## src/rtl/ase_pkg.sv

```systemverilog
// Shared CCI-P monitor types: tracker entry layout and cycle-stamp width.
package ase_pkg;

  localparam int MON_TS_W = 16;

  typedef struct packed {
    logic       valid;
    logic [1:0] beats_left;
  } mon_entry_t;

endpackage

```

## src/rtl/ccip_txn_mon_chan.sv

```systemverilog
// One monitored CCI-P channel: tag tracker, stats counters, hang timer.
// Latency stamping is built only with CCIP_TXN_MON_LATENCY_EN.
module ccip_txn_mon_chan
  import ase_pkg::*;
#(
  parameter int TAG_W       = 5,
  parameter int CNT_W       = 32,
  parameter int TIMEOUT_CYC = 4096
) (
  input  logic               clk,
  input  logic               SoftReset_n,
  input  logic               reqValid,
  input  logic [TAG_W-1:0]   reqTag,
  input  logic [1:0]         reqLen,
  input  logic               rspValid,
  input  logic [TAG_W-1:0]   rspTag,
  input  logic               rspPack,
  input  logic               statClear,
`ifdef CCIP_TXN_MON_LATENCY_EN
  input  logic [MON_TS_W-1:0] now,
  output logic [CNT_W-1:0]   latSum,
  output logic [15:0]        latMax,
`endif
  output logic [CNT_W-1:0]   reqCnt,
  output logic [CNT_W-1:0]   rspCnt,
  output logic [TAG_W:0]     outstanding,
  output logic [TAG_W:0]     peakOutstanding,
  output logic               errDup,
  output logic               errOrphan,
  output logic               hang,
  output logic               errEvt
);

  localparam int DEPTH = 1 << TAG_W;
  localparam int OW    = TAG_W + 1;
  localparam int HW    = (TIMEOUT_CYC > 0) ? $clog2(TIMEOUT_CYC + 1) : 1;
  localparam logic [HW-1:0] TO = HW'(TIMEOUT_CYC);

  mon_entry_t        ent [DEPTH];
  mon_entry_t        rspEnt;
  logic              rspHit;
  logic              orphan;
  logic              freeE;
  logic              reqLive;
  logic              dup;
  logic              alloc;
  logic [OW-1:0]     outNext;
  logic [HW-1:0]     silCnt;
  logic [HW-1:0]     silNext;
  logic              hangHit;

  always_comb begin
    rspEnt  = ent[rspTag];
    rspHit  = rspValid && rspEnt.valid;
    orphan  = rspValid && !rspEnt.valid;
    freeE   = rspHit && (rspPack || rspEnt.beats_left == 2'd0);
    // a tag freed this cycle may be reissued without a dup
    reqLive = ent[reqTag].valid && !(freeE && rspTag == reqTag);
    dup     = reqValid && reqLive;
    alloc   = reqValid && !reqLive;
    outNext = outstanding + OW'(alloc) - OW'(freeE);
    silNext = '0;
    if (rspValid || outstanding == '0)
      silNext = '0;
    else if (silCnt == TO)
      silNext = silCnt;
    else
      silNext = silCnt + HW'(1);
    hangHit = (TIMEOUT_CYC != 0) && (silNext == TO);
    errEvt  = !statClear && (dup || orphan || (hangHit && !hang));
  end

  always_ff @(posedge clk) begin
    if (!SoftReset_n) begin
      for (int i = 0; i < DEPTH; i++) ent[i] <= '0;
      reqCnt          <= '0;
      rspCnt          <= '0;
      outstanding     <= '0;
      peakOutstanding <= '0;
      errDup          <= 1'b0;
      errOrphan       <= 1'b0;
      hang            <= 1'b0;
      silCnt          <= '0;
    end else begin
      if (rspHit) begin
        if (freeE)
          ent[rspTag] <= '0;
        else
          ent[rspTag] <= {1'b1, rspEnt.beats_left - 2'd1};
      end
      if (reqValid)
        ent[reqTag] <= {1'b1, reqLen};
      outstanding <= outNext;
      silCnt      <= statClear ? '0 : silNext;
      if (statClear) begin
        reqCnt          <= '0;
        rspCnt          <= '0;
        peakOutstanding <= outNext;
        errDup          <= 1'b0;
        errOrphan       <= 1'b0;
        hang            <= 1'b0;
      end else begin
        if (reqValid && !(&reqCnt)) reqCnt <= reqCnt + CNT_W'(1);
        if (rspValid && !(&rspCnt)) rspCnt <= rspCnt + CNT_W'(1);
        if (outNext > peakOutstanding) peakOutstanding <= outNext;
        errDup    <= errDup | dup;
        errOrphan <= errOrphan | orphan;
        hang      <= hang | hangHit;
      end
    end
  end

`ifdef CCIP_TXN_MON_LATENCY_EN
  logic [MON_TS_W-1:0] stamp [DEPTH];
  logic [MON_TS_W-1:0] lat;
  logic [CNT_W:0]      latAdd;

  always_comb begin
    lat    = now - stamp[rspTag];
    latAdd = {1'b0, latSum} + (CNT_W + 1)'(lat);
  end

  always_ff @(posedge clk) begin
    if (SoftReset_n && reqValid)
      stamp[reqTag] <= now;
  end

  always_ff @(posedge clk) begin
    if (!SoftReset_n) begin
      latSum <= '0;
      latMax <= '0;
    end else if (statClear) begin
      latSum <= '0;
      latMax <= '0;
    end else if (freeE) begin
      latSum <= latAdd[CNT_W] ? '1 : latAdd[CNT_W-1:0];
      if (lat > latMax) latMax <= lat;
    end
  end
`endif

endmodule

```

## src/rtl/ccip_txn_monitor.sv

```systemverilog
// Multi-channel CCI-P transaction monitor (ch0 = C0 read, ch1 = C1 write).
// Define CCIP_TXN_MON_LATENCY_EN to build completion-latency statistics.
module ccip_txn_monitor
  import ase_pkg::*;
#(
  parameter int NUM_CH      = 2,
  parameter int TAG_W       = 5,
  parameter int CNT_W       = 32,
  parameter int TIMEOUT_CYC = 4096
) (
  input  logic                      clk,
  input  logic                      SoftReset_n,
  input  logic [NUM_CH-1:0]         req_valid,
  input  logic [NUM_CH*TAG_W-1:0]   req_tag,
  input  logic [NUM_CH*2-1:0]       req_len,
  input  logic [NUM_CH-1:0]         rsp_valid,
  input  logic [NUM_CH*TAG_W-1:0]   rsp_tag,
  input  logic [NUM_CH-1:0]         rsp_pack,
  input  logic                      stat_clear,
  output logic [NUM_CH*CNT_W-1:0]   req_cnt,
  output logic [NUM_CH*CNT_W-1:0]   rsp_cnt,
  output logic [NUM_CH*(TAG_W+1)-1:0] outstanding,
  output logic [NUM_CH*(TAG_W+1)-1:0] peak_outstanding,
  output logic [NUM_CH-1:0]         err_dup,
  output logic [NUM_CH-1:0]         err_orphan,
  output logic [NUM_CH-1:0]         hang,
  output logic                      err_pulse,
  output logic [NUM_CH*CNT_W-1:0]   lat_sum,
  output logic [NUM_CH*16-1:0]      lat_max
);

  localparam int OW = TAG_W + 1;

  logic [NUM_CH-1:0] chEvt;

`ifdef CCIP_TXN_MON_LATENCY_EN
  logic [MON_TS_W-1:0] now;

  always_ff @(posedge clk) begin
    if (!SoftReset_n) now <= '0;
    else              now <= now + MON_TS_W'(1);
  end
`else
  assign lat_sum = '0;
  assign lat_max = '0;
`endif

  for (genvar c = 0; c < NUM_CH; c++) begin : g_ch
    ccip_txn_mon_chan #(
      .TAG_W       (TAG_W),
      .CNT_W       (CNT_W),
      .TIMEOUT_CYC (TIMEOUT_CYC)
    ) u_chan (
      .clk             (clk),
      .SoftReset_n     (SoftReset_n),
      .reqValid        (req_valid[c]),
      .reqTag          (req_tag[c*TAG_W +: TAG_W]),
      .reqLen          (req_len[c*2 +: 2]),
      .rspValid        (rsp_valid[c]),
      .rspTag          (rsp_tag[c*TAG_W +: TAG_W]),
      .rspPack         (rsp_pack[c]),
      .statClear       (stat_clear),
`ifdef CCIP_TXN_MON_LATENCY_EN
      .now             (now),
      .latSum          (lat_sum[c*CNT_W +: CNT_W]),
      .latMax          (lat_max[c*16 +: 16]),
`endif
      .reqCnt          (req_cnt[c*CNT_W +: CNT_W]),
      .rspCnt          (rsp_cnt[c*CNT_W +: CNT_W]),
      .outstanding     (outstanding[c*OW +: OW]),
      .peakOutstanding (peak_outstanding[c*OW +: OW]),
      .errDup          (err_dup[c]),
      .errOrphan       (err_orphan[c]),
      .hang            (hang[c]),
      .errEvt          (chEvt[c])
    );
  end

  // registered so the pulse lines up with the flag it reports
  always_ff @(posedge clk) begin
    if (!SoftReset_n) err_pulse <= 1'b0;
    else              err_pulse <= |chEvt;
  end

endmodule

```

## config.mk

```make
export PLATFORM = sky130hd
export DESIGN_NAME = ccip_txn_monitor
export DESIGN_NICKNAME = d
export VERILOG_FILES = /design/src/rtl/ase_pkg.sv /design/src/rtl/ccip_txn_mon_chan.sv /design/src/rtl/ccip_txn_monitor.sv
export SDC_FILE = /design/constraint.sdc
export NUM_CORES = 1
export LEC_CHECK = 0
export BUFFER_PORTS_ARGS = -buffer_cell sky130_fd_sc_hd__buf_4
export CORE_AREA = 4 4 176 263
export CTS_CLUSTER_SIZE = 12
export DETAILED_ROUTE_END_ITERATION = 10
export DIE_AREA = 0 0 180 267
export PLACE_DENSITY = 0.84
export SLEW_MARGIN = 5
export SYNTH_ARGS = -nofsm -noshare
export SYNTH_HDL_FRONTEND = slang
export SYNTH_SLANG_ARGS = --single-unit
```

## constraint.sdc

```tcl
create_clock -name clk -period 5.06 [get_ports clk]
set_input_delay 0.253 -clock clk [delete_from_list [all_inputs] [get_ports clk]]
set_output_delay 0.253 -clock clk [all_outputs]
set_load 0.05 [all_outputs]
```

# Yosys cells after proc, flatten, opt, wreduce, memory -nomap -nowiden
# Memory sizes are Yosys's and may differ from the RTL's.
# Cells that the tools add are included.
dict set report op_classes {
  shift 0
  mux 45
  addsub 12
  div_mod_pow 0
  reduce_logical 59
  n_bitwise 9
  n_eq_ne 6
  n_lt_le_gt_ge 2
  multipliers 0
}
# op n
set ops {}
lappend ops {{adder 32 x 1 -> 32 bit (second input constant)} 4}
lappend ops {{AND reduction 32 bit} 4}
lappend ops {{== test 13 bit (second input constant)} 4}
lappend ops {{two-way mux 13 bit} 4}
lappend ops {{two-way mux 1 bit} 27}
lappend ops {{adder 13 x 1 -> 13 bit (second input constant)} 2}
lappend ops {{two-way mux 6 bit} 4}
lappend ops {{logical AND 1 bit} 22}
lappend ops {{two-way mux 5 bit} 4}
lappend ops {{two-way mux 3 bit} 6}
lappend ops {{logical NOT 1 bit} 13}
lappend ops {{adder 6 x 1 -> 6 bit} 2}
lappend ops {{greater-than comparator 6 bit} 2}
lappend ops {{logical NOT 6 bit} 2}
lappend ops {{OR reduction 3 bit} 4}
lappend ops {{subtractor 6 x 1 -> 6 bit} 2}
lappend ops {{== test 5 bit} 2}
lappend ops {{logical OR 1 bit} 8}
lappend ops {{OR 1 bit} 8}
lappend ops {{logical NOT 2 bit} 2}
lappend ops {{nonzero test 2 bit} 2}
lappend ops {{OR reduction 2 bit} 2}
lappend ops {{subtractor 2 x 1 -> 2 bit (second input constant)} 2}
lappend ops {{inverter 1 bit} 1}
dict set report word_totals {
  latchBits 0
  memories 2
  ramBits 192
  out_inout_bits 255
  in_bits 33
  ff_bits 185
  wordCells 152
  mem_bits_ro 0
}
# memory words width read_ports rd_clocked_by_memory_dff wr line
set mem_list {}
lappend mem_list {{g_ch[0].u_chan.ent} 32 3 2 0 32 ccip_txn_mon_chan.sv:39} ;# mon_entry_t ent [DEPTH];
lappend mem_list {{g_ch[1].u_chan.ent} 32 3 2 0 32 ccip_txn_mon_chan.sv:39}

# Depth between registers and ports, before layout
# Gate-level depths: netlist (run 1).
# An unclocked memory read counts as a cell.
dict set report depth {
  ltp_word 14
  mapped_depth 27
  ltp_nobuf 23
}

# Modules after synthesis
# From an unflattened synthesis (run 1), not the netlist that was laid out.
dict set report unflattened {
  hier_cells 2421
  area_unflattened_um2 22004.9
}
# module instances seq_area_each_um2 cells_per_inst area_per_inst_um2
set modules_own_cells {}
lappend modules_own_cells {{ccip_txn_mon_chan at g_ch[1].u_chan} 1 4404.2 1165 10755.3}
lappend modules_own_cells {{ccip_txn_mon_chan at g_ch[0].u_chan} 1 4404.2 1157 10497.6}
lappend modules_own_cells {ccip_txn_monitor 1 20.0 99 752.0}

# Worst setup path after synthesis (run 1)
# Ideal clock, no wire load.
dict set report synth_path {
  path_kind {input-to-reg}
  start {in rsp_tag[0]}
  end {reg g_ch[0].u_chan.peakOutstanding[2]}
  cell_stages 24
  t_arrival_ns 5.116
  required_time_ns 4.969
  n_path_buf 5
  setup_slack_ns -0.147
  setup_time_ns 0.091
  path_cell_list {buf_2 > buf_4 > buf_1 > mux4_2 > a22oi_1 > and4_1 > ha_1 > or2_2 > clkbuf_1 > nand4_1 > nor3_1 > nor2_1 > nor2_1 > ha_1 > fa_1 > ha_1 > nor2b_1 > o21a_1 > o21a_1 > o21ai_0 > a21o_1 > clkbuf_1 > a21oi_1 > a311oi_1}
}
dict set report synth_via {
  elab_chain_len 13
  word_cells_on_any_way 17
  cone_classes {add/sub: 2; order compare: 1; eq/ne: 1; mux: 2; reduce/logical: 10; memory: 1}
}
# element line
set synth_rtl {}
lappend synth_rtl {{from (decl)} ccip_txn_monitor.sv:17} ;# input logic [NUM_CH*TAG_W-1:0] rsp_tag,
lappend synth_rtl {{memory read (32 x 3 bit)} --}
lappend synth_rtl {{logical NOT 2 bit} ccip_txn_mon_chan.sv:56} ;# freeE = rspHit && (rspPack || rspEnt.beats_left == 2'd0);
lappend synth_rtl {{logical OR 1 bit} ccip_txn_mon_chan.sv:56}
lappend synth_rtl {{logical AND 1 bit} ccip_txn_mon_chan.sv:56}
lappend synth_rtl {{logical AND 1 bit} ccip_txn_mon_chan.sv:58} ;# reqLive = ent[reqTag].valid && !(freeE && rspTag == reqTag);
lappend synth_rtl {{logical NOT 1 bit} ccip_txn_mon_chan.sv:58}
lappend synth_rtl {{logical AND 1 bit} ccip_txn_mon_chan.sv:58}
lappend synth_rtl {{logical NOT 1 bit} ccip_txn_mon_chan.sv:60} ;# alloc = reqValid && !reqLive;
lappend synth_rtl {{logical AND 1 bit} ccip_txn_mon_chan.sv:60}
lappend synth_rtl {{adder 6 x 1 -> 6 bit} ccip_txn_mon_chan.sv:61} ;# outNext = outstanding + OW'(alloc) - OW'(freeE);
lappend synth_rtl {{subtractor 6 x 1 -> 6 bit (*)} ccip_txn_mon_chan.sv:61}
lappend synth_rtl {{named net g_ch[0].u_chan.outNext[1]} ccip_txn_mon_chan.sv:47} ;# logic [OW-1:0] outNext;
lappend synth_rtl {{greater-than comparator 6 bit (*)} ccip_txn_mon_chan.sv:105} ;# if (outNext > peakOutstanding) peakOutstanding <= outNext;
lappend synth_rtl {{nonzero test 2 bit (no source line) (*)} --}
lappend synth_rtl {{to (signal assigned)} ccip_txn_mon_chan.sv:98} ;# peakOutstanding <= outNext;
lappend synth_rtl {{to (signal assigned)} ccip_txn_mon_chan.sv:105}
lappend synth_rtl {{to (decl)} ccip_txn_mon_chan.sv:27} ;# output logic [TAG_W:0] peakOutstanding,
# Mark *: on every way through the listed nets, which the timed path passes. The rest lies on a longest branch. The select of a mux whose other input is x is not followed.
# A chain may end at the register's enable or synchronous reset.

==> impl_metrics.json, run 1 <==
{
  "route.detailed.drc": 0,
  "maxCapViolations": 0,
  "layout-area-overhead-vs-synth_pct": 11.6,
  "clock-skew-final_ns": 0.0256,
  "report.final.setup_viol": 0,
  "start_point_of_the_worst_hold_path": "rsp_valid[1]",
  "worstSetupStartpoint": "g_ch[1].u_chan.ent[26][1]",
  "placement.io_buffers": 191,
  "number_of_antenna_violations_at_the_first_check_in_global_routing": 3,
  "crit_slowest_cell": "mux4_2",
  "initial_utilization_pct": 49.5,
  "global_route_wire_length_before_repair_um": 104000,
  "main_combinational_cell_family_by_area_after_synthesis": "simple AND/OR/NAND/NOR gates",
  "critPathMostFrequentCell": "ha_1",
  "yosysWarningCount": 0,
  "worst_hold_slack_ns": 0.0805,
  "powerDensity_nw_per_um2": 337,
  "slowest_stage_delay_on_critical_path_ns": 0.47,
  "drt-total-wl_um": 67400,
  "cts_hold_bufs": 0,
  "end_kind": "flop",
  "fp-row-count": 94,
  "synthDistinctLibCells": 81,
  "route.vias.total": 19641,
  "worstReg2RegStart": "g_ch[1].u_chan.ent[26][1]",
  "firstDrtPassIters": 8,
  "proportion_of_netlist_area_held_by_the_largest_area_contributor_pct": 23.0,
  "synthMostInstantiatedCell": "nand2_1",
  "ant_nets": 0,
  "clock_tree_from_tritoncts": "yes",
  "min_delay_path_depth": 3,
  "via_per_inst": 6.27,
  "pin_count": 288,
  "grtUsageTotal_pct": 26.5,
  "clk_pin_slew_worst_paths_ns": 0.06,
  "tritoncts.num_buffers": 40,
  "worst_ep_required_time_ns": 5.53,
  "synthTopCellsByCount": "nand2_1 (364), nor2_1 (270), dfxtp_1 (249)",
  "final_net_count": 2605,
  "worst_setup_path_start_kind": "flop",
  "worstPathArrival_ns": 5.20,
  "htree_levels": 2,
  "grt_start_max_net_pins": 92,
  "synth_adder_area_share_pct": 2.37,
  "clock_period_minus_worst_slack_ns": 4.73,
  "insertion_delay_ns": 0.57,
  "finalSetupTns_ns": 0,
  "setup_slack_ns": 0.331,
  "ff2ff_path_depth": 19,
  "critPathTopFamily": "compound AO/OA/AOI/OAI gates",
  "grt.overflow.total": 0,
  "timing.max_slew.rel_slack_pct": 15.5,
  "clk_path_buf_depth": 3,
  "fp.dieArea_um2": 48100,
  "syn-instance-count": 2443,
  "syn_avg_cell_area_um2": 8.89,
  "fp.dieH_um": 267,
  "cts_root_buf": "clkbuf_16",
  "cp_num_buf_inv": 1,
  "dpl_worst_slack_ns": 0.143,
  "async_reset_ff_share_pct": 0,
  "clock_sink_count": 377,
  "timing_max_transition_violations_final": 0,
  "die_w_um": 180,
  "antenna_cells": 0,
  "filler_cell_count": 3759,
  "routed_wire_length_per_instance_um": 21.5,
  "critPathKind": "reg2reg",
  "post_synth_instance_area_um2": 21700,
  "maxClockFrequency_mhz": 211,
  "worst_slew_pin_slew_ns": 1.25,
  "coreArea_um2": 43900,
  "leak_pwr_nw": 8.75,
  "synth_xor_area_share_pct": 6.17,
  "yosys.area_share.simple_pct": 21.9,
  "post_cts_resize_count": 0,
  "cp_cell_sequence": "mux4_2, a22o_1, a221oi_1, and3_1, ha_1, nor2_1, nor2_1, ha_1, inv_1, ha_1, fa_1, ha_1, nor2b_1, o21a_1, o21a_1, o21ai_0, a21o_1, a21oi_1, a311oi_1",
  "hpwlAfterDp_um": 48300,
  "cp_num_cells": 19,
  "synth.area.mux_share_pct": 6.55,
  "grt_setup_unrepaired": "false",
  "vdd_drop_max_v": 0.000269,
  "via_count_of_the_first_global_routing_pass": 19204,
  "post_route_cells_drive_above_1_share_pct": 13.7,
  "cts_setup_buffers": 0,
  "post-layout-total-power_mw": 8.16,
  "final.period_utilization_pct": 93.5,
  "place.gp.congestion": 1.03,
  "synth_edf_count": 128,
  "report.final.hold_viol_count": 0,
  "synth.ff_latch_count": 377,
  "share_of_the_synthesized_area_in_compound_gates_ao_oa_aoi_oai_pct": 14.7,
  "ys_dominant_reg_cell": "dfxtp_1",
  "worst-path-max-fanout": 9,
  "drtIter0Drc": 2067,
  "post_synthesis_sequential_area_ratio_pct": 40.7,
  "result_of_the_run": "finished clean",
  "synth.top_cells.by_area": "dfxtp_1 (23%), edfxtp_1 (18%), nand2_1 (6.3%), nor2_1 (4.7%), mux4_2 (4.0%)",
  "min_path_type": "in2reg",
  "library_cell_occupying_the_most_area_in_the_post_synthesis_netlist": "dfxtp_1"
}
[worst paths after layout]
| path | end | slack [ns] |
|---|---|---|
| worst min register to register | g_ch[1].u_chan.errDup | 0.46 |
| worst max-delay path | g_ch[1].u_chan.peakOutstanding[5] | 0.33 |
| worst min-delay path | g_ch[1].u_chan.errOrphan | 0.08 |
| worst max register to register | g_ch[1].u_chan.peakOutstanding[5] | 0.33 |
[routing by layer]
metal  GRT usage [%]  vias to the layer above  routed length (µm)  part of all wire, %
li1                -                     8829                   -                    -
met1            28.2                     9221               22500                   33
met2            46.9                     1244               33000                   49
met3            4.80                      341                5930                  8.8
met4            19.9                        6                5910                  8.8
met5               0                        -                  34                0.050
[metrics by stage]
step | cells | utilization, % | instance area [µm²]
2_1_floorplan | 2538 | - | 22100
3_3_place_gp | 3066 | 52.5 | 23000
3_5_place_dp | 3066 | 52.5 | 23000
4_1_cts | 3132 | 55.2 | 24200
5_1_grt | 3132 | 55.2 | 24200
6_report | 3132 | 55.2 | 24200
[worst min-delay path: cells and delay by family]
| kind | cells | cell delay [ns] |
|---|---|---|
| buffers and inverters | 1 | 0.19 |
| and+or+nand+nor | 1 | 0.07 |
| AOI/OAI and AO/OA | 1 | 0.09 |
[cells by family (layout without fill, tap and decap cells)]
family | after synthesis | count (layout)
buffers and inverters | 329 | 347
muxes | 93 | 93
DFF | 377 | 377
xor gates and xnor gates | 153 | 153
adders and majority gates | 40 | 40
AOI/OAI and AO/OA | 432 | 432
and+or+nand+nor | 1018 | 1018
other | 1 | 96
[cell usage in the layout (no fill, tap or decap), types with 8 or more instances in the layout]
cell	n
nand2_1	363
nor2_1	270
dfxtp_1	249
buf_4	217
edfxtp_1	128
o31ai_1	107
conb_1	96
o211ai_1	84
xnor2_1	82
xor2_1	71
nand3_1	68
inv_1	63
nand4_1	53
nor3_1	53
a21oi_1	51
mux2i_1	51
clkbuf_16	40
mux4_2	39
o311ai_0	39
and3_1	38
ha_1	38
o21ai_0	34
or3_1	32
and2_1	31
and4_1	20
nand2b_1	16
a22oi_1	16
o41ai_1	16
nor4_1	15
o22ai_1	14
or2_2	11
o221ai_1	10
nor2b_1	9
o31ai_2	8
[state kept, by name, indices dropped and copies added (netlist names)]
name,cells
g_ch.u_chan.rspCnt,64
g_ch.u_chan.ent,192
g_ch.u_chan.hang,2
err_pulse,1
g_ch.u_chan.silCnt,26
g_ch.u_chan.reqCnt,64
g_ch.u_chan.peakOutstanding,12
g_ch.u_chan.errOrphan,2
g_ch.u_chan.outstanding,12
g_ch.u_chan.errDup,2
[final cells by class]
| type | count | area [µm²] | area share (%) |
|---|---|---|---|
| clock inverter | 10 | 81.3 | 0.336 |
| multi-input combinational | 1832 | 11600 | 47.9 |
| timing repair buffer | 217 | 1630 | 6.72 |
| tap | 576 | 721 | 2.97 |
| sequential | 377 | 8830 | 36.4 |
| inverter | 64 | 240 | 0.991 |
| clock buffer | 56 | 1130 | 4.68 |
[where the power goes]
group          internal [mW]  switching, mW
Sequential              3.26         0.0910
Clock                   1.57           1.22
Combinational          0.631           1.39
No activity file was read; power rests on OpenSTA's default activity.
==> run 2: changes to the inputs <==
CELL_PAD_IN_SITES_DETAIL_PLACEMENT = 1   (was unset)
CELL_PAD_IN_SITES_GLOBAL_PLACEMENT = 2   (was unset)
CORE_AREA = 4 4 218 327   (was 4 4 176 263)
DIE_AREA = 0 0 222 331   (was 0 0 180 267)
PLACE_DENSITY = 0.86   (was 0.84)
==> run 2 against run 1 <==
  * Routed wire length rose by 13%
  * Clock power increased by 7%
  * Non-clock buffer count up 5
  * Sequential cell count is the same
  * Sequential power barely moved
  * Die area is 53% higher
  * First-iteration DRC count down 34%
  * Critical endpoint is now g_ch[1].u_chan.peakOutstanding[2]
  * Global-route usage shrank 6.7 points
==> impl_metrics.json, run 2 (synthesized netlist as in run 1, its figures left out) <==
{
  "timing_max_transition_violations_final": 0,
  "place.gp.congestion": 0.895,
  "fp.dieH_um": 331,
  "number_of_antenna_violations_at_the_first_check_in_global_routing": 1,
  "mostFrequentLayoutCells": "nand2_1 (363), nor2_1 (270), dfxtp_1 (249)",
  "clock_tree_from_tritoncts": "yes",
  "global_route_wire_length_before_repair_um": 118000,
  "worst-path-max-fanout": 9,
  "clk_pin_slew_worst_paths_ns": 0.06,
  "clock_period_minus_worst_slack_ns": 4.72,
  "worst_slew_pin_slew_ns": 1.19,
  "powerDensity_nw_per_um2": 339,
  "grt.overflow.total": 0,
  "ff2ff_path_depth": 20,
  "slowest_stage_delay_on_critical_path_ns": 0.48,
  "drt-total-wl_um": 75900,
  "grt_setup_unrepaired": "false",
  "post_route_cells_drive_above_1_share_pct": 13.9,
  "insertion_delay_ns": 0.58,
  "placed_cell_area_um2": 23500,
  "worst_ep_required_time_ns": 5.51,
  "clk_path_buf_depth": 3,
  "critPathKind": "reg2reg",
  "start_point_of_the_worst_hold_path": "rsp_valid[1]",
  "maxCapViolations": 0,
  "r2r_setup_slack_ns": 0.34,
  "routed-wl-met2_um": 37600,
  "share_seq_of_total_power_pct": 39.8,
  "htree_levels": 2,
  "crit_slowest_cell": "mux4_2",
  "vdd_drop_max_v": 0.000246,
  "maxClockFrequency_mhz": 212,
  "min_path_type": "in2reg",
  "max_ffs_per_register": 192,
  "hold_path_end": "g_ch[1].u_chan.errOrphan",
  "tritoncts.num_buffers": 40,
  "final_net_count": 2610,
  "worst_setup_path_start_kind": "flop",
  "cp_cell_sequence": "mux4_2, a22o_1, a221oi_1, and3_1, ha_1, nor2_1, nor2_1, ha_1, inv_1, ha_1, a21o_1, a21oi_1, o21bai_1, a21oi_1, xor2_1, ha_1, o22ai_1, a21o_2, a21oi_1, a311oi_1",
  "coreArea_um2": 68500,
  "fp-row-count": 118,
  "final.period_utilization_pct": 93.2,
  "cts_root_buf": "clkbuf_16",
  "via_per_inst": 5.59,
  "worstPathArrival_ns": 5.17,
  "worstSetupStartpoint": "g_ch[1].u_chan.ent[27][1]",
  "power.clock.fraction_pct": 35.5,
  "hpwlAfterDp_um": 55800,
  "netSwitchingFraction_pct": 33.0,
  "top_layer_used": "met5",
  "report.final.hold_viol_count": 0,
  "fp.dieArea_um2": 73500,
  "p_int_mw": 5.63,
  "timing.max_slew.rel_slack_pct": 19.8,
  "routed_wire_length_per_instance_um": 21.9,
  "ant_nets": 0,
  "top_register": "g_ch.u_chan.ent",
  "worstReg2RegStart": "g_ch[1].u_chan.ent[27][1]",
  "end_kind": "flop",
  "combinational_cell_fraction_of_total_power_pct": 24.6,
  "leak_pwr_nw": 8.80,
  "firstDrtPassIters": 5,
  "largestRegisters": "g_ch.u_chan.ent: 192 flops, g_ch.u_chan.reqCnt: 64 flops, g_ch.u_chan.rspCnt: 64 flops",
  "finalSetupTns_ns": 0,
  "cts_hold_bufs": 0,
  "post-route-cell-area_um2": 24700,
  "via_count_of_the_first_global_routing_pass": 20248,
  "clock-skew-final_ns": 0.0386,
  "pin_count": 288,
  "initial_utilization_pct": 31.7,
  "result_of_the_run": "finished clean",
  "critical_path.reg2reg.endpoint": "g_ch[1].u_chan.peakOutstanding[2]",
  "route.detailed.drc": 0,
  "wl_met3_um": 4380,
  "grt_start_max_net_pins": 73,
  "grtUsageTotal_pct": 19.8,
  "die_w_um": 222,
  "drtIter0Drc": 1367,
  "switchingPower_mw": 2.77,
  "placement.io_buffers": 191,
  "critPathMostFrequentCell": "ha_1",
  "drt-met1-wl_um": 30000,
  "route.vias.total": 19369,
  "report.final.setup_viol": 0,
  "antenna_cells": 0,
  "layout-area-overhead-vs-synth_pct": 13.9,
  "layout.cells.most_common": "nand2_1",
  "min_delay_path_depth": 3,
  "clock_sink_count": 377
}
[run 2: cell types whose count changed in the layout (fill, tap and decap cells not counted), sizes merged]
cell | previous run | this run
bufinv | 0 | 2
inv | 67 | 66
clkinvlp | 0 | 1
clkinv | 7 | 2
buf | 217 | 222
clkbuf | 56 | 62
[run 2: per-layer routing]
metal,track usage [%],up-vias
li1,-,8820
met1,23.0,9592
met2,35.6,736
met3,3.21,219
met4,9.75,2
met5,0,-
[run 2: timing repair]
action,4_1_cts,5_1_grt
setup buffers,0,0
hold endpoints to repair,0,0
endpoints found under the setup margin,0,2
gates resized for setup,0,2
[run 2: layout make-up]
class,count,area (µm²)
Clock buffer,62,1180
Inverter,64,240
Tap cell,900,1130
Multi-Input combinational cell,1832,11600
Clock inverter,7,95.1
Timing Repair Buffer,222,1670
Fill cell,7965,43800
Sequential cell,377,8830
[run 2: worst max path at each step]
stage                                         to  slack (ns)
6_report       g_ch[1].u_chan.peakOutstanding[2]        0.34
5_1_grt        g_ch[0].u_chan.peakOutstanding[3]       0.004
4_1_cts        g_ch[1].u_chan.peakOutstanding[5]        0.25
3_5_place_dp   g_ch[1].u_chan.peakOutstanding[2]       -0.06
3_3_place_gp   g_ch[0].u_chan.peakOutstanding[3]        0.20
2_1_floorplan  g_ch[0].u_chan.peakOutstanding[2]        0.07
[run 2: worst max-delay path, delay by kind of cell (launching register included)]
| kind | cells | cell delay [ns] |
|---|---|---|
| AOI/OAI and AO/OA | 10 | 2.03 |
| muxes | 1 | 0.48 |
| buffers and inverters | 1 | 0.07 |
| adders and majority gates | 4 | 0.90 |
| DFF | 1 | 0.38 |
| xor gates and xnor gates | 1 | 0.31 |
| and+or+nand+nor | 3 | 0.42 |
[run 2: power groups by stage]
stage          Combinational [mW]  Sequential [mW]  Clock, mW
6_report                     2.07             3.34       2.98
3_5_place_dp                 2.05             3.41          0
2_1_floorplan                1.34             3.60          0
5_1_grt                      2.27             3.36       3.16
3_3_place_gp                 1.95             3.41          0
4_1_cts                      2.05             3.35       3.06
[run 2: metrics by stage]
step           setup WS, ns  hold WS, ns  instances  power (mW)  util (%)
6_report              0.342       0.0740       3464        8.40      36.1
5_1_grt             0.00405        0.111       3464        8.79      36.1
4_1_cts               0.252       0.0495       3464        8.46      36.1
3_5_place_dp        -0.0635        0.468       3395        5.46      34.2
3_3_place_gp          0.199        0.457       3395        5.36      34.2
2_1_floorplan        0.0697        0.426       2538        4.94         -
==> run 3: changes to the inputs <==
CORE_AREA = 4 4 198 297   (was 4 4 218 327)
DIE_AREA = 0 0 202 301   (was 0 0 222 331)
PLACE_DENSITY = 0.95   (was 0.86)
clock period = 5.9 ns   (was 5.06 ns; I/O delays follow)
==> run 3 against run 2 <==
  * Utilization is 7.1 points higher
  * Via count hardly changed
  * Clock-buffer cell count is 3 lower
  * Die area is 17% lower
  * Power is 16% lower
  * Worst hold slack better by 0.087 ns
  * Clock skew is 0.018 ns lower
  * Final cell count is 4.4% lower
  * Cell area is 1.5% lower
  * Sequential power is 14% lower
  * First-iteration DRC count is 4.2% higher
  * Critical path type is now in2reg
  * Highest routed layer is now met4
==> impl_metrics.json, run 3 (synthesized netlist as in run 1, its figures left out) <==
{
  "result_of_the_run": "finished clean",
  "firstDrtPassIters": 5,
  "drt-total-wl_um": 73400,
  "leak_pwr_nw": 8.69,
  "ant_nets": 0,
  "worst-path-max-fanout": 49,
  "post_cts_resize_count": 0,
  "maxCapViolations": 0,
  "top_register": "g_ch.u_chan.ent",
  "hpwlAfterDp_um": 52900,
  "route.detailed.drc": 0,
  "pin_count": 288,
  "critical_path.reg2reg.endpoint": "g_ch[1].u_chan.peakOutstanding[5]",
  "post_route_cells_drive_above_1_share_pct": 13.1,
  "grt.overflow.total": 0,
  "clk_pin_slew_worst_paths_ns": 0.06,
  "initial_utilization_pct": 38.5,
  "layout.cells.most_common": "nand2_1",
  "clock-skew-final_ns": 0.0210,
  "vdd_drop_max_v": 0.000184,
  "worst_slew_pin_slew_ns": 1.20,
  "coreArea_um2": 56400,
  "htree_levels": 2,
  "layout-area-overhead-vs-synth_pct": 12.2,
  "fp.dieH_um": 301,
  "worstPathArrival_ns": 5.34,
  "die_w_um": 202,
  "timing_max_transition_violations_final": 0,
  "clk_path_buf_depth": 3,
  "grtUsageTotal_pct": 23.0,
  "post-route-cell-area_um2": 24400,
  "place.detailed.instances": 3242,
  "placed_cell_area_um2": 23200,
  "end_kind": "flop",
  "cts_root_buf": "clkbuf_16",
  "final_net_count": 2594,
  "final.period_utilization_pct": 83.2,
  "ff2ff_path_depth": 20,
  "timing.max_slew.rel_slack_pct": 19.5,
  "route.vias.total": 19353,
  "r2r_setup_slack_ns": 1.05,
  "grt_start_max_net_pins": 76,
  "max_ffs_per_register": 192,
  "report.final.hold_viol_count": 0,
  "global_route_wire_length_before_repair_um": 114000,
  "report.final.setup_viol": 0,
  "cts_hold_bufs": 0,
  "worst_setup_path_start_kind": "primary input",
  "worstReg2RegStart": "g_ch[1].u_chan.ent[27][1]",
  "largestRegisters": "g_ch.u_chan.ent: 192 flops, g_ch.u_chan.reqCnt: 64 flops, g_ch.u_chan.rspCnt: 64 flops",
  "worstSetupStartpoint": "rsp_tag[6]",
  "grt_setup_unrepaired": "false",
  "cp-endpoint": "g_ch[1].u_chan.peakOutstanding[5]",
  "number_of_antenna_violations_at_the_first_check_in_global_routing": 1,
  "critPathKind": "in2reg",
  "finalSetupTns_ns": 0,
  "fp.dieArea_um2": 60800,
  "clock_tree_from_tritoncts": "yes",
  "via_count_of_the_first_global_routing_pass": 20172,
  "instances_no_fill": 3310,
  "setup_slack_ns": 0.991,
  "via_per_inst": 5.85,
  "mostFrequentLayoutCells": "nand2_1 (363), nor2_1 (270), dfxtp_1 (249)",
  "maxClockFrequency_mhz": 204,
  "routed_wire_length_per_instance_um": 22.2,
  "drtIter0Drc": 1424,
  "worst_ep_required_time_ns": 6.33,
  "min_path_type": "in2reg",
  "post-layout-total-power_mw": 7.08,
  "clock_period_minus_worst_slack_ns": 4.91,
  "insertion_delay_ns": 0.55,
  "cts_setup_buffers": 0,
  "placement.io_buffers": 191,
  "place.gp.congestion": 0.924,
  "dpl_worst_slack_ns": 0.606,
  "fp-row-count": 107,
  "clock_sink_count": 377,
  "powerDensity_nw_per_um2": 291,
  "tritoncts.num_buffers": 40
}
## run 3: cell types whose count changed in the layout (fill, tap and decap cells not counted)
| cell | change |
|---|---|
| inv_6 | -2 |
| a21o_1 | +2 |
| clkbuf_2 | -2 |
| clkinv_2 | +5 |
| diode_2 | +1 |
| bufinv_16 | -1 |
| clkbuf_1 | +3 |
| clkbuf_4 | -1 |
| clkbuf_8 | -3 |
| buf_4 | -16 |
| a21o_2 | -2 |
| clkinvlp_4 | -1 |
| o311ai_1 | +1 |
| o311ai_0 | -1 |
## run 3: per-layer routing
layer  global-route usage, %  up-vias  wire [µm]
met1                    27.3     9578      28600
met3                    3.37      190       4620
met4                    9.98        0       3220
met5                       0        -          0
met2                    41.4      789      37000
li1                        -     8796          -
## run 3: power by group
group          switching, mW  internal (mW)  total [mW]  leakage [nW]
sequential            0.0707           2.79        2.86          3.29
clock                   1.06           1.37        2.42         0.592
combinational           1.25          0.543        1.79          4.81
total                   2.38           4.70        7.08          8.69
## run 3: critical path, stage by stage
cell and delay [ns]:
buf_4 0.53, mux4_2 0.58, a2bb2oi_1 0.17, nand3_1 0.19, o21ai_0 0.46, nor2_1 0.12, ha_1 0.29, inv_1 0.04
ha_1 0.21, fa_1 0.41, xor2_1 0.32, ha_1 0.32, o21a_1 0.12, o21a_1 0.17, o21ai_0 0.28, a21o_1 0.34
a21oi_1 0.14, a311oi_1 0.29
## run 3: cell type report
cell class / count / area (µm²)
well taps: 763 / 955
multi-input cells: 1832 / 11600
flip-flops and latches: 377 / 8830
diodes: 1 / 2.50
fillers: 6518 / 32000
clock inverters: 8 / 65.1
inverters: 64 / 240
clock buffers: 59 / 1130
repair buffers: 206 / 1550
## run 3: through the flow
step | hold WS [ns] | utilization, %
finish | 0.161 | 43.2
global route | 0.156 | 43.2
CTS | 0.129 | 43.2
detailed placement | 0.451 | 41.1
global placement | 0.435 | 41.1
floorplan | 0.426 | -
## run 3: how the worst min path moves through the flow
stage          cells past startpoint                   from  slack (ns)                       end
2_1_floorplan                      2  g_ch[0].u_chan.errDup        0.43     g_ch[0].u_chan.errDup
3_3_place_gp                       2  g_ch[0].u_chan.errDup        0.44     g_ch[0].u_chan.errDup
3_5_place_dp                       2  g_ch[0].u_chan.errDup        0.45     g_ch[0].u_chan.errDup
4_1_cts                            3           rsp_valid[1]        0.13  g_ch[1].u_chan.errOrphan
5_1_grt                            3           rsp_valid[1]        0.16  g_ch[1].u_chan.errOrphan
6_report                           3           rsp_valid[1]        0.16  g_ch[1].u_chan.errOrphan
